$ cat config.mk
export PLATFORM = sky130hd
export DESIGN_NAME = alu_arbiter
export DESIGN_NICKNAME = d
export VERILOG_FILES = /design/src/rtl/alu_arbiter_pkg.sv /design/src/rtl/alu_arbiter_alu.sv /design/src/rtl/alu_arbiter.sv
export SDC_FILE = /design/constraint.sdc
export NUM_CORES = 1
export LEC_CHECK = 0
export CAP_MARGIN = 0
export CORE_ASPECT_RATIO = 0.8
export CORE_MARGIN = 2
export CORE_UTILIZATION = 59
export DETAILED_ROUTE_END_ITERATION = 10
export PLACE_DENSITY = 0.88
export SLEW_MARGIN = 20
export SYNTH_ARGS = -nofsm -noshare
export SYNTH_HDL_FRONTEND = slang
export SYNTH_SLANG_ARGS = --single-unit
$ cat constraint.sdc
create_clock -name clk -period 5.2 [get_ports clk]
set_clock_uncertainty 0.2 [all_clocks]
set_input_delay 0.52 -clock clk [delete_from_list [all_inputs] [get_ports clk]]
set_output_delay 0.52 -clock clk [all_outputs]
set_load 0.01 [all_outputs]
$ cat src/rtl/alu_arbiter_pkg.sv
// Shared definitions for the two-port ALU arbiter: datapath width, opcodes
// and the FSM state encoding.
package alu_arbiter_pkg;

    localparam int WIDTH = 16;

    localparam logic [2:0] OP_AND   = 3'd0;
    localparam logic [2:0] OP_PASSB = 3'd1;
    localparam logic [2:0] OP_ADD   = 3'd2;
    localparam logic [2:0] OP_BSWAP = 3'd3;
    localparam logic [2:0] OP_SHL   = 3'd4;
    localparam logic [2:0] OP_SUB   = 3'd5;

    typedef enum logic [1:0] {
        IDLE = 2'd0,
        EXEC = 2'd1,
        RESP = 2'd2
    } state_t;

endpackage

$ cat src/rtl/alu_arbiter_alu.sv
// Shared 16-bit ALU. Purely combinational; the clock port exists only so the
// instance matches the existing ALU footprint.
module alu_arbiter_alu
    import alu_arbiter_pkg::*;
#(
    parameter int DATA_W = WIDTH
) (
    input  logic              clk,
    input  logic [2:0]        op,
    input  logic [DATA_W-1:0] a,
    input  logic [DATA_W-1:0] b,
    output logic [DATA_W-1:0] out,
    output logic              zero,
    output logic              equal
);

    localparam int SH_W = $clog2(DATA_W);
    localparam int HALF = DATA_W / 2;

    logic unused_clk;
    assign unused_clk = clk;

    // Opcode decode; any shift amount of DATA_W or more shifts everything out.
    always_comb begin
        out = '0;
        case (op)
            OP_AND:   out = a & b;
            OP_PASSB: out = b;
            OP_ADD:   out = a + b;
            OP_BSWAP: out = {a[HALF-1:0], b[DATA_W-1:HALF]};
            OP_SHL: begin
                if (a[DATA_W-1:SH_W] != '0)
                    out = '0;
                else
                    out = b << a[SH_W-1:0];
            end
            OP_SUB:   out = a - b;
            default:  out = '0;
        endcase
    end

    assign zero  = (out == '0);
    assign equal = (a == b);

endmodule

$ cat src/rtl/alu_arbiter.sv
// Two-port round-robin front end for the shared ALU. One operation in flight:
// operands are latched at grant, the ALU result is latched one cycle later and
// held until the owning port takes it.
module alu_arbiter
    import alu_arbiter_pkg::*;
#(
    parameter int DATA_W = WIDTH
) (
    input  logic              clk,
    input  logic              rst_n,
    input  logic              req0_valid,
    input  logic [2:0]        req0_op,
    input  logic [DATA_W-1:0] req0_a,
    input  logic [DATA_W-1:0] req0_b,
    output logic              req0_ready,
    input  logic              req1_valid,
    input  logic [2:0]        req1_op,
    input  logic [DATA_W-1:0] req1_a,
    input  logic [DATA_W-1:0] req1_b,
    output logic              req1_ready,
    output logic              rsp0_valid,
    input  logic              rsp0_ready,
    output logic              rsp1_valid,
    input  logic              rsp1_ready,
    output logic [DATA_W-1:0] rsp_data,
    output logic              rsp_zero,
    output logic              rsp_equal,
    output logic              busy
);

    state_t            state;
    logic              pri;
    logic              owner;
    logic              any_valid;
    logic              win;
    logic              grant;
    logic              owner_ready;

    logic [2:0]        op_p0;
    logic [DATA_W-1:0] a_p0;
    logic [DATA_W-1:0] b_p0;

    logic [DATA_W-1:0] alu_out;
    logic              alu_zero;
    logic              alu_equal;

    logic [DATA_W-1:0] res_p1;
    logic              zero_p1;
    logic              equal_p1;

    // Arbitration: a lone requester always wins, a tie goes to the pointer.
    always_comb begin
        any_valid = req0_valid | req1_valid;
        win       = (req0_valid & req1_valid) ? pri : ~req0_valid;
        grant     = (state == IDLE) & any_valid;
    end

    assign req0_ready  = grant & ~win;
    assign req1_ready  = grant & win;
    assign owner_ready = owner ? rsp1_ready : rsp0_ready;

    // Stage 0: operand capture at the grant edge (data only, no reset needed).
    always_ff @(posedge clk) begin
        if (grant) begin
            op_p0 <= win ? req1_op : req0_op;
            a_p0  <= win ? req1_a  : req0_a;
            b_p0  <= win ? req1_b  : req0_b;
        end
    end

    alu_arbiter_alu #(
        .DATA_W (DATA_W)
    ) u_alu (
        .clk   (clk),
        .op    (op_p0),
        .a     (a_p0),
        .b     (b_p0),
        .out   (alu_out),
        .zero  (alu_zero),
        .equal (alu_equal)
    );

    // Stage 1: control FSM with the result registers; reset drops any in-flight op.
    always_ff @(posedge clk or negedge rst_n) begin
        if (!rst_n) begin
            state    <= IDLE;
            pri      <= 1'b0;
            owner    <= 1'b0;
            res_p1   <= '0;
            zero_p1  <= 1'b0;
            equal_p1 <= 1'b0;
        end else begin
            case (state)
                IDLE: begin
                    if (any_valid) begin
                        owner <= win;
                        pri   <= ~win;
                        state <= EXEC;
                    end
                end
                EXEC: begin
                    res_p1   <= alu_out;
                    zero_p1  <= alu_zero;
                    equal_p1 <= alu_equal;
                    state    <= RESP;
                end
                RESP: begin
                    if (owner_ready)
                        state <= IDLE;
                end
                default: state <= IDLE;
            endcase
        end
    end

    assign rsp0_valid = (state == RESP) & ~owner;
    assign rsp1_valid = (state == RESP) & owner;
    assign rsp_data   = res_p1;
    assign rsp_zero   = zero_p1;
    assign rsp_equal  = equal_p1;
    assign busy       = (state != IDLE);

endmodule

# Word level (Yosys, flattened, before mapping)
# Index checks and enable logic that the tools add are counted.
[totals]
regBits = 57
elab_cells = 50
inputBits = 76
[op_classes]
add_sub_neg = 2
mux = 10
bitwise_logic = 11
n_eq_ne = 10
n_shift = 1
n_reduce_logical = 7
[ops]
columns = ["operator", "count"]
rows = [
  ["$pmux 16 s6", 1],
  ["$mux 16", 3],
  ["$add 16x16->16", 1],
  ["$and 16x16->16", 1],
  ["$eq 16x16->1", 1],
  ["$logic_not 16->1", 1],
  ["$shl 16x4->16", 1],
  ["$sub 16x16->16", 1],
  ["$reduce_bool 12->1", 1],
  ["$and 1x1->1", 6],
  ["$eq 3x2->1 const B", 2],
  ["$eq 3x3->1 const B", 2],
  ["$pmux 2 s3", 1],
  ["$mux 2", 2],
  ["$ne 2x2->1 const B", 2],
  ["$reduce_and 2->1", 2],
  ["$eq 3x1->1 const B", 1],
  ["$logic_not 3->1", 1],
  ["$mux 3", 1],
  ["$not 1->1", 3],
  ["$eq 2x1->1 const B", 1],
  ["$eq 2x2->1 const B", 1],
  ["$logic_not 2->1", 1],
  ["$mux 1", 2],
  ["2 further kinds", 2],
]

# Longest topological paths before layout
[logic_depth]
depth_word = 4
ltp_mapped = 13
depth_no_buf = 12

# By module
# Synthesis repeated with hierarchy kept, for this count alone.
[hier_totals]
hier_cells = 584
area_unflattened_um2 = 5716.7
[modules_own_cells]
columns = ["module", "instances", "seq_area_each_um2", "cells_per_inst", "area_each_um2"]
rows = [
  ["alu_arbiter_alu", 1, 0.0, 449, 3163.0],
  ["alu_arbiter", 1, 1601.5, 135, 2553.7],
]

# Least setup slack after synthesis
# No wires, ideal clock.
[synth_path]
kind = "reg2reg"
startpoint = "reg a_p0[1]"
endpoint = "reg zero_p1 (netlist: rsp_zero)"
period_less_slack_ps = 3394
setup_ps = 104
arrival_ps = 3091
slack_ps = 1806
stages_incl_launch_ff = 14
n_path_buf = 2
path_cell_list = "edfxtp_1 buf_2 buf_2 inv_1 fa_1 nor2_1 o311ai_0 a211o_1 a2111oi_2 or4_1 a21oi_1 nor4b_2 nand4_1 o41ai_2"
[synth_via]
elab_chain_len = 4
word_cells_on_any_way = 7
classes_between = "add/sub (2); shift (1); mux (2); bitwise (1); reduce/logical (1)"
[synth_rtl]
columns = ["element", "line", "text"]
rows = [
  ["start: declaration", "alu_arbiter.sv:40", "logic [DATA_W-1:0] a_p0;"],
  ["start signal: assignment", "alu_arbiter.sv:66", "a_p0 <= win ? req1_a : req0_a;"],
  ["parallel branches: the longest is 2 deep, another holds $sub 16x16->16", "n/a", ""],
  ["$pmux 16 s6 *", "alu_arbiter_alu.sv:26", "case (op)"],
  ["$logic_not 16->1 *", "alu_arbiter_alu.sv:42", "assign zero = (out == '0);"],
  ["end signal: assignment", "alu_arbiter.sv:103", "zero_p1 <= alu_zero;"],
  ["end: declaration", "alu_arbiter.sv:48", "logic zero_p1;"],
]
# Every way passes the cells marked *.
# A chain may end at the register's enable or synchronous reset.

# Worst setup path after layout
[layout_path]
startpoint = "reg a_p0[0]"
endpoint = "reg zero_p1 (netlist: rsp_zero)"
# The elaborated chain is that of the path after synthesis.

==> flow_summary_export.csv <==
group,metric,value,unit
clock_tree,clk_path_buf_depth,2,
worst_setup_path,critPathTopFamily,"compound AO/OA/AOI/OAI gates",
grt,antenna_found_initial,0,
synthesis,yosysMostFrequentCell,"nand2_1",
worst_setup_path,end_kind,"flop",
power,ir_drop,0.000329,V
synthesis,synth_top_area_share,18.8,%
power,clkPwrFrac,14.0,%
sta,tns,0,ns
sta,fin_crit_sh,82.5,%
sta,relSlewSlack,27.4,%
power,seqPwrFrac,24.3,%
routing,routed_wl,18500,um
floorplan,io_pins,99,
layout,fillCellCount,658,
layout,stdcell_area,6810,um^2
floorplan,die_w,113,um
synthesis,syn_inst,607,
layout,syn_to_final_growth,21.6,%
sta,max_freq,233,MHz
power,internal_power,0.00205,W
placement,portBuffers,98,
sta,slew_violations,0,
placement,dp.cells,783,
clock_tree,cts_resized,0,
floorplan,fp.dieH,91.1,um
placement,place_area,6500,um^2
floorplan,start_util,61.2,%
routing,vias,5538,
worst_setup_path,cp_cell_sequence,"clkinv_1 -> ha_1 -> fa_1 -> nor2b_1 -> o31a_1 -> nor2_1 -> o21bai_2 -> nor3_1 -> a211oi_2 -> a21oi_1 -> or4_1 -> o41ai_2",
grt,top_usage_layer,"met2",
clock_tree,cts.htree.levels,3,
synthesis,netlist_top_cells_count,"nand2_1, mux2_2, nor2_1",
worst_setup_path,cpPeakStageDelay,0.77,ns
grt,grt_max_degree,33,
outcome,outcome,"finished with violations",
sta,rsz0062_at_grt,"false",
grt,overflow,0,
grt,grt_use_met1,48.1,%
grt,grt_usage,36.6,%
grt,met2_usage,58.8,%
clock_tree,clk_latency,0.34,ns
worst_setup_path,crit_buf_inv,1,
synthesis,syn_nets,717,
synthesis,synth_edf_count,35,
synthesis,async_flop_share,38.6,%
layout,final_cells,801,
placement,place_congestion,1.11,
power,switchingPower,0.00190,W
worst_setup_path,critical_path_class,"reg -> reg",
routing,viasPerCell,6.91,
clock_tree,post_cts_buffers,0,
clock_tree,cts_hold_buf,0,
worst_setup_path,slowest_stage,"edfxtp_1",
sta,setup_violations,0,
synthesis,synth_area_leaders,"edfxtp_1, dfrtp_1, mux2_2",
synthesis,ys_warn_count,0,
clock_tree,clock_sinks,57,
layout,diodes,0,
routing,wire_per_inst,23.1,um
sta,whs,0.275,ns
layout,multiInputGateArea,3590,um^2
synthesis,ys_seq_elements,57,
power,powerDensity,580,nW/um^2
sta,hold_violations,0,
clock_tree,cts_buffers,9,
worst_setup_path,worstPathArrival,4.32,ns
floorplan,rows,31,
routing,drc,1,
grt,grt_first_pass_wirelength,29300,um
sta,min_period,4.29,ns
synthesis,yosysTopAreaCell,"edfxtp_1",
power,power_leakage,2.75,nW
floorplan,dieArea,10300,um^2
clock_tree,clkTransAtPathRegs,0.06,ns
worst_setup_path,startpoint_type,"flop",
layout,fin_nets,791,
synthesis,ys.flop_type,"edfxtp_1",
synthesis,avgSynthCellArea,9.23,um^2
synthesis,ys_types,79,
clock_tree,clock-root-buffer,"clkbuf_16",
sta,postLayoutSetupSlackWorst,0.912,ns
run,drv_cap,0,
layout,drive_gt1_share,14.7,%
routing,drt_pass1_iterations,9,
placement,pre_cts_ws,1.03,ns
sta,tightest_slew,1.09,ns
synthesis,ys_seq_area_share,28.6,%
worst_setup_path,required,5.23,ns
floorplan,core_area,9150,um^2
clock_tree,tritoncts,"yes",
placement,hpwlAfterDp,14000,um
outcome,violations,"design-rule violations",
layout,regArea,1600,um^2
power,switching_share,48.1,%
grt,grt_pass1_vias,5415,
grt,use_met3,8.48,%
worst_hold_path,hp-class,"reg -> reg",
power,pwr-share-comb,61.7,%
worst_setup_path,cp_max_fo,16,
synthesis,synth_area,5600,um^2
routing,first_iter_violations,701,
routing,ant_nets,0,
[power groups by stage]
| stage | clock (W) | combinational (W) | sequential (W) |
|---|---|---|---|
| 2_1_floorplan | 0 | 0.00175 | 0.000834 |
| 3_3_place_gp | 0 | 0.00227 | 0.000953 |
| 4_1_cts | 0.000552 | 0.00234 | 0.000958 |
| 5_1_grt | 0.000567 | 0.00260 | 0.000975 |
| 6_report | 0.000551 | 0.00244 | 0.000959 |
| 3_5_place_dp | 0 | 0.00232 | 0.000965 |
[flip-flops by register name, indices dropped and copies added (netlist names)]
name       flops
op_p0          3
b_p0          16
state          2
rsp_equal      1
pri            1
a_p0          16
rsp_zero       1
owner          1
rsp_data      16
[metal layers]
layer,up-vias,share of wire [%]
met5,-,0
met4,0,3.9
met3,81,11
met2,451,46
met1,2584,39
li1,2422,-
[final cells by class]
type / instances / share of cell area, %
tap: 115 / 2.11
inverter: 40 / 2.21
multi-input combinational: 468 / 52.7
clock inverter: 6 / 0.643
sequential: 57 / 23.5
timing repair buffer: 105 / 15.4
clock buffer: 10 / 3.36
[placed cells by master, fill, tap and decap left out, types with 6 or more instances in the layout]
cell             instances
a21o_1                  10
mux4_2                   9
inv_1                   39
a31oi_1                  8
ha_1                    32
mux2_2                  46
nor2b_1                  9
nand4_1                 11
clkbuf_16                9
dfrtp_1                 22
o22ai_1                  7
mux2i_1                 26
o21ai_0                 35
clkdlybuf4s50_1         97
o21a_1                   6
a211oi_1                 9
nor3_1                  11
nor4_1                   9
nor2_1                  42
nand2_1                 47
nand2b_1                 8
edfxtp_1                35
nand3_1                  6
a21oi_1                 40
[tightest hold or removal path, cell delays in order, from the launching register on]
cell and delay, ns:
dfrtp_1 0.34, nand2_1 0.05, nand2_1 0.06
[kinds of logic after synthesis]
logic type | synth area share [%]
buffers and inverters | 7.51
AND/OR/NAND/NOR | 15.7
XOR/XNOR | 0.938
multiplexers | 17.5
flip-flops | 28.6
AO/OA/AOI/OAI | 21.9
adder cells (fa/ha/maj) | 7.86
[metrics by stage]
step                power, W  utilization (%)
finish               0.00395             74.4
global route         0.00415             74.4
CTS                  0.00385             74.0
detailed placement   0.00329             71.0
global placement     0.00323             71.0
floorplan            0.00259                -
[final timing paths]
path,endpoint,depth (start not counted),slack (ns),start
max in group asynchronous,rsp_data[2]$_DFFE_PN0N_,2,3.97,rst_n
worst max-delay path,rsp_zero$_DFFE_PN0N_,12,0.91,a_p0[0]$_DFFE_PP_
worst min register to register,rsp_data[7]$_DFFE_PN0N_,2,0.27,rsp_data[7]$_DFFE_PN0N_
worst min-delay path,rsp_data[7]$_DFFE_PN0N_,2,0.27,rsp_data[7]$_DFFE_PN0N_
min in group asynchronous,rsp_data[9]$_DFFE_PN0N_,2,0.48,rst_n
worst max register to register,rsp_zero$_DFFE_PN0N_,12,0.91,a_p0[0]$_DFFE_PP_
Note: power is estimated with default switching activity, not from simulation.
